### src/rtl/pair_uart_printer_if.sv
// Pair handshake between the upstream transformer/sequencer and the UART printer.
`timescale 1ns/1ps
interface pair_uart_printer_if;
  logic       pair_valid;
  logic       pair_ready;
  logic [7:0] pair_lhs;
  logic [7:0] pair_rhs;
  logic       pair_last;

  modport master (output pair_valid, pair_lhs, pair_rhs, pair_last, input pair_ready);
  modport slave  (input pair_valid, pair_lhs, pair_rhs, pair_last, output pair_ready);
endinterface

### src/rtl/pair_uart_printer.sv
// Prints each (lhs, rhs) pair as "L>R" plus a space, or CR LF on the last pair,
// serialised as 8N1 UART on tx.
`timescale 1ns/1ps
module pair_uart_printer #(
  parameter int unsigned CLKS_PER_BIT = 16,
  parameter logic [7:0]  SEP_CHAR     = 8'h3E,
  parameter logic [7:0]  GAP_CHAR     = 8'h20
) (
  input  logic                clk,
  input  logic                rst,
  pair_uart_printer_if.slave  pair,
  output logic                tx,
  output logic                busy,
  output logic                line_done,
  output logic [7:0]          pair_count
);

  typedef enum logic [1:0] {IDLE, START, DATA, STOP} state_t;

  localparam logic [15:0] TIMER_MAX = 16'(CLKS_PER_BIT - 1);

  state_t     state;
  logic [15:0] timer;
  logic [2:0] bit_idx;
  logic [2:0] char_idx;
  logic [7:0] lhs_q;
  logic [7:0] rhs_q;
  logic       last_q;
  logic [7:0] cur_char;
  logic [2:0] next_bit;
  logic [2:0] final_idx;
  logic       bit_end;

  assign pair.pair_ready = (state == IDLE) && !rst;
  assign busy            = (state != IDLE);
  assign bit_end         = (timer == TIMER_MAX);
  assign next_bit        = bit_idx + 3'd1;
  assign final_idx       = last_q ? 3'd4 : 3'd3;

  always_comb begin
    cur_char = 8'h0A;
    unique case (char_idx)
      3'd0:    cur_char = lhs_q;
      3'd1:    cur_char = SEP_CHAR;
      3'd2:    cur_char = rhs_q;
      3'd3:    cur_char = last_q ? 8'h0D : GAP_CHAR;
      default: cur_char = 8'h0A;
    endcase
  end

  always_ff @(posedge clk) begin
    if (rst) begin
      state      <= IDLE;
      tx         <= 1'b1;
      line_done  <= 1'b0;
      pair_count <= '0;
      timer      <= '0;
      bit_idx    <= '0;
      char_idx   <= '0;
      lhs_q      <= '0;
      rhs_q      <= '0;
      last_q     <= 1'b0;
    end else begin
      line_done <= 1'b0;
      unique case (state)
        IDLE: begin
          if (pair.pair_valid) begin
            lhs_q      <= pair.pair_lhs;
            rhs_q      <= pair.pair_rhs;
            last_q     <= pair.pair_last;
            pair_count <= pair_count + 8'd1;
            char_idx   <= '0;
            timer      <= '0;
            tx         <= 1'b0;
            state      <= START;
          end
        end
        START: begin
          if (bit_end) begin
            timer   <= '0;
            bit_idx <= '0;
            tx      <= cur_char[0];
            state   <= DATA;
          end else begin
            timer <= timer + 16'd1;
          end
        end
        DATA: begin
          if (bit_end) begin
            timer <= '0;
            if (bit_idx == 3'd7) begin
              tx    <= 1'b1;
              state <= STOP;
            end else begin
              bit_idx <= next_bit;
              tx      <= cur_char[next_bit];
            end
          end else begin
            timer <= timer + 16'd1;
          end
        end
        STOP: begin
          if (bit_end) begin
            timer <= '0;
            if (char_idx == final_idx) begin
              state <= IDLE;
              // Line completion clears the count on the same edge it pulses.
              if (last_q) begin
                line_done  <= 1'b1;
                pair_count <= '0;
              end
            end else begin
              char_idx <= char_idx + 3'd1;
              tx       <= 1'b0;
              state    <= START;
            end
          end else begin
            timer <= timer + 16'd1;
          end
        end
        default: state <= IDLE;
      endcase
    end
  end

endmodule

### src/flat_wrapper.sv
// flat-port wrapper written by rule: the top's interface ports become plain ports
module pair_uart_printer_flat 
#(
  parameter int unsigned CLKS_PER_BIT = 16,
  parameter logic [7:0]  SEP_CHAR     = 8'h3E,
  parameter logic [7:0]  GAP_CHAR     = 8'h20
)
  (clk, rst, tx, busy, line_done, pair_count, pair_pair_valid, pair_pair_lhs, pair_pair_rhs, pair_pair_last, pair_pair_ready);
  pair_uart_printer_if pair_i ();
  input  logic clk;
  input  logic rst;
  output logic tx;
  output logic busy;
  output logic line_done;
  output logic [7:0] pair_count;
  input wire logic [$bits(pair_i.pair_valid)-1:0] pair_pair_valid;
  input wire logic [$bits(pair_i.pair_lhs)-1:0] pair_pair_lhs;
  input wire logic [$bits(pair_i.pair_rhs)-1:0] pair_pair_rhs;
  input wire logic [$bits(pair_i.pair_last)-1:0] pair_pair_last;
  output wire logic [$bits(pair_i.pair_ready)-1:0] pair_pair_ready;
  assign pair_i.pair_valid = pair_pair_valid;
  assign pair_i.pair_lhs = pair_pair_lhs;
  assign pair_i.pair_rhs = pair_pair_rhs;
  assign pair_i.pair_last = pair_pair_last;
  assign pair_pair_ready = pair_i.pair_ready;
  pair_uart_printer #(.CLKS_PER_BIT(CLKS_PER_BIT), .SEP_CHAR(SEP_CHAR), .GAP_CHAR(GAP_CHAR)) u_core (.clk(clk), .rst(rst), .pair(pair_i), .tx(tx), .busy(busy), .line_done(line_done), .pair_count(pair_count));
endmodule
### config.mk
export PLATFORM = sky130hd
export DESIGN_NAME = pair_uart_printer_flat
export DESIGN_NICKNAME = d
export VERILOG_FILES = /design/src/rtl/pair_uart_printer_if.sv /design/src/rtl/pair_uart_printer.sv /design/src/flat_wrapper.sv
export SDC_FILE = /design/constraint.sdc
export NUM_CORES = 1
export LEC_CHECK = 0
export CORE_ASPECT_RATIO = 1.5
export CORE_MARGIN = 4
export CORE_UTILIZATION = 57
export DETAILED_ROUTE_END_ITERATION = 8
export DONT_BUFFER_PORTS = 1
export GPL_TIMING_DRIVEN = 1
export PLACE_DENSITY = 0.75
export SLEW_MARGIN = 30
export SYNTH_ARGS = -nofsm -noshare
export SYNTH_HDL_FRONTEND = slang
export SYNTH_SLANG_ARGS = --single-unit
### constraint.sdc
create_clock -name clk -period 2.14 [get_ports clk]
set_input_delay 0.642 -clock clk [delete_from_list [all_inputs] [get_ports clk]]
set_output_delay 0.642 -clock clk [all_outputs]
set_load 0.02 [all_outputs]
==> impl_metrics.tcl <==
set metrics [dict create \
    cellPowerDensity_nw_per_um2 888 \
    synth_cell_type_count 51 \
    worst_setup_hold_path_clk_slew_ns 0.09 \
    gp_routability_congestion 0.818 \
    rows 30 \
    timing.rr.end "u_core.tx" \
    synth_enable_flop_cells 0 \
    netlist.area_leader.share_pct 37.9 \
    drcViolationCount 0 \
    routed-via-count 2325 \
    min-delay-path-class "primary input to flip-flop" \
    layout-area-overhead-vs-synth_pct 8.60 \
    design.die.area_um2 5910 \
    clock_skew_ns 0.00577 \
    worst_hold_margin_ns 0.398 \
    cp.arrival_ns 2.26 \
    final_max_slew_viol_count 0 \
    finalCriticalPeriod_ns 2.05 \
    internal-power_w 0.00163 \
    placed_cell_areas_um2 2810 \
    die_w_um 64.1 \
    wl_um 5760 \
    synth.cell_area_um2 2690 \
    timing_hold_violations_final 0 \
    max-clock-path-buffers 2 \
    utilization_pct 64.4 \
    antenna_found_initial 0 \
    synth.net_count 361 \
    tritoncts "done" \
    power.switching_w 0.000962 \
    grt_max_degree 34 \
    number_of_violations_of_the_max_capacitance_limit 0 \
    r2r_slack_ns 0.09 \
    grt.total_usage_pct 21.3 \
    setup_violations 0 \
    setup_repair_after_global_routing_missed_its_margin "true" \
    worst_slew_pin_slew_ns 0.524 \
    cp_depth 7 \
    die_h_um 92.2 \
    power_frac_seq_pct 45.8 \
    synth.top_cells.by_area "dfxtp_1 (38%), a21oi_1 (7.4%), ha_1 (6.5%)" \
    critical_path.reg2reg.startpoint "u_core.char_idx[1]" \
    path_buf_inv 1 \
    family_with_the_most_delay_on_the_worst_path "compound AO/OA/AOI/OAI gates" \
    ir_drop_mv 0.664 \
    ys_dominant_reg_cell "dfxtp_1" \
    total_negative_setup_slack_ns 0 \
    power.leakage_nw 1.01 \
    half_perimeter_wire_length_after_placement_um 4230 \
    pwr-share-comb_pct 33.5 \
    power.total_w 0.00260 \
    fmax_ghz 0.487 \
    drt_iter0_markers 66 \
    placement.io_buffers 0 \
    setup.worst_path.end_class "flip-flop" \
    ctsRootBufferMaster "clkbuf_8" \
    crit_required_ns 2.34 \
    synth.most_common_cell "dfxtp_1" \
    final_min_period_over_clock_period_pct 96.0 \
    synth-seq-cells 51 \
    crit_fanout 7 \
    floorplan.initialDensity_pct 59.3 \
    clock_tree.htree_level_count 2 \
    min-delay-start "rst" \
    antenna_violating_nets_post_route 0 \
    design.portCount 32 \
    routedWlPerCell_um 14.5 \
    synth_cells 327 \
    critPathKind "flip-flop to flip-flop" \
    critical_path.startpoint_type "flip-flop" \
    synth.avg_cell_area_um2 8.23 \
    hold_path_sink "u_core.timer[1]" \
    synth_largest_area_cell "dfxtp_1" \
    run_status "finished clean" \
    detail_route.vias_per_cell 5.84 \
    finalNetCount 367 \
    sw_frac_of_total_pct 37.1 \
    worstHoldPathCells 1 \
    detail_route.first_pass.iterations 4 \
    antenna_cells_inserted 0 \
    seq_area_frac_synth_pct 37.9 \
    grt_pass1_wl_um 10200 \
    stdcell_area_um2 2920 \
    worstRegToRegCells 7 \
    final_layout_size_suffix_gt1_share_pct 12.6 \
    synth_async_reset_ratio_pct 0 \
    first_global_vias 2264 \
    cp_slowest_cell "a2111oi_1" \
    grt_overflow_total 0 \
    synth.cells.most_frequent "dfxtp_1 (51), nand2_1 (45), a21oi_1 (40)" \
    cp_slowest_stage_delay_ns 0.40 \
    max-slew-margin-rel_pct 65.1 \
    design.core.area_um2 4540 \
    share_clk_of_total_power_pct 20.7 \
    yosys_warnings 0 \
    cts_num_sinks 51 \
    clkLatencyLatePin_ns 0.30 \
    number_of_buffers_created_by_cts 5 \
    worstPathCellList "inv_1 -> ha_2 -> a221oi_1 -> a211oi_1 -> a2111oi_1 -> o221ai_1 -> a221o_1" \
]
-- registers in the layout, indices dropped and copies added, names as in the netlist --
signal / cells
u_core.tx: 1
u_core.rhs_q: 8
u_core.timer: 16
u_core.last_q: 1
u_core.bit_idx: 3
u_core.state: 2
u_core.line_done: 1
u_core.lhs_q: 8
u_core.char_idx: 3
u_core.pair_count: 8
-- power groups by stage --
stage	clock, W	sequential [W]	combinational (W)
after global placement	0	0.00121	0.000825
after detailed placement	0	0.00121	0.000837
final	0.000538	0.00119	0.000868
after CTS	0.000550	0.00119	0.000853
after global routing	0.000590	0.00120	0.000989
after floorplan	0	0.00118	0.000661
-- logic make-up (layout without fill, tap and decap cells) --
logic type	Yosys count	count (layout)	synth area share, %
AND/OR/NAND/NOR	125	125	24.6
multiplexers	1	1	0.372
XOR/XNOR	13	13	4.23
adder cells (fa/ha/maj)	14	14	6.51
AO/OA/AOI/OAI	90	90	21.0
buffers and inverters	33	40	5.30
flip-flops	51	51	37.9
-- repair_timing --
item                                   CTS  global route
hold buffers                             0             0
resized for setup                        1             9
buffers inserted                         0             1
setup endpoints to repair                1             8
pin swaps                                0             1
endpoints found under the hold margin    0             0
-- routing by layer --
metal	GRT usage, %	routed length, um
met2	38.2	3080
met1	24.2	2410
met5	0	0
met4	8.64	94
met3	3.92	181
-- cell usage in the layout, fill, tap and decap left out, drive strengths merged, types with 9 or more instances in the layout --
master,count
dfxtp,51
nand2,45
a21oi,41
nor2,23
buf,18
o21ai,15
inv,14
ha,14
nand3,11
nand4,9
-- metrics by stage --
stage          setup slack [ns]  instances
2_1_floorplan            0.0666        327
3_3_place_gp             0.0917        389
3_5_place_dp             0.0376        389
4_1_cts                  0.0130        397
5_1_grt                 -0.0524        398
6_report                 0.0862        398
-- worst max-delay path by stage --
stage | from | end | slack [ns]
final | u_core.char_idx[1] | u_core.tx | 0.09
after global routing | u_core.char_idx[0] | u_core.tx | -0.05
after CTS | u_core.char_idx[0] | u_core.tx | 0.01
after detailed placement | u_core.char_idx[0] | u_core.tx | 0.04
after global placement | u_core.char_idx[0] | u_core.tx | 0.09
after floorplan | u_core.char_idx[0] | u_core.tx | 0.07
-- cell type report --
cell class | count | area (um^2)
timing repair buffer | 18 | 135
clock inverter | 1 | 5.00
multi-input combinational | 243 | 1550
fill | 429 | 1620
inverter | 14 | 52.6
clock buffer | 7 | 76.3
sequential | 51 | 1020
tap | 64 | 80.1
Note: power is estimated with default switching activity, not from simulation.
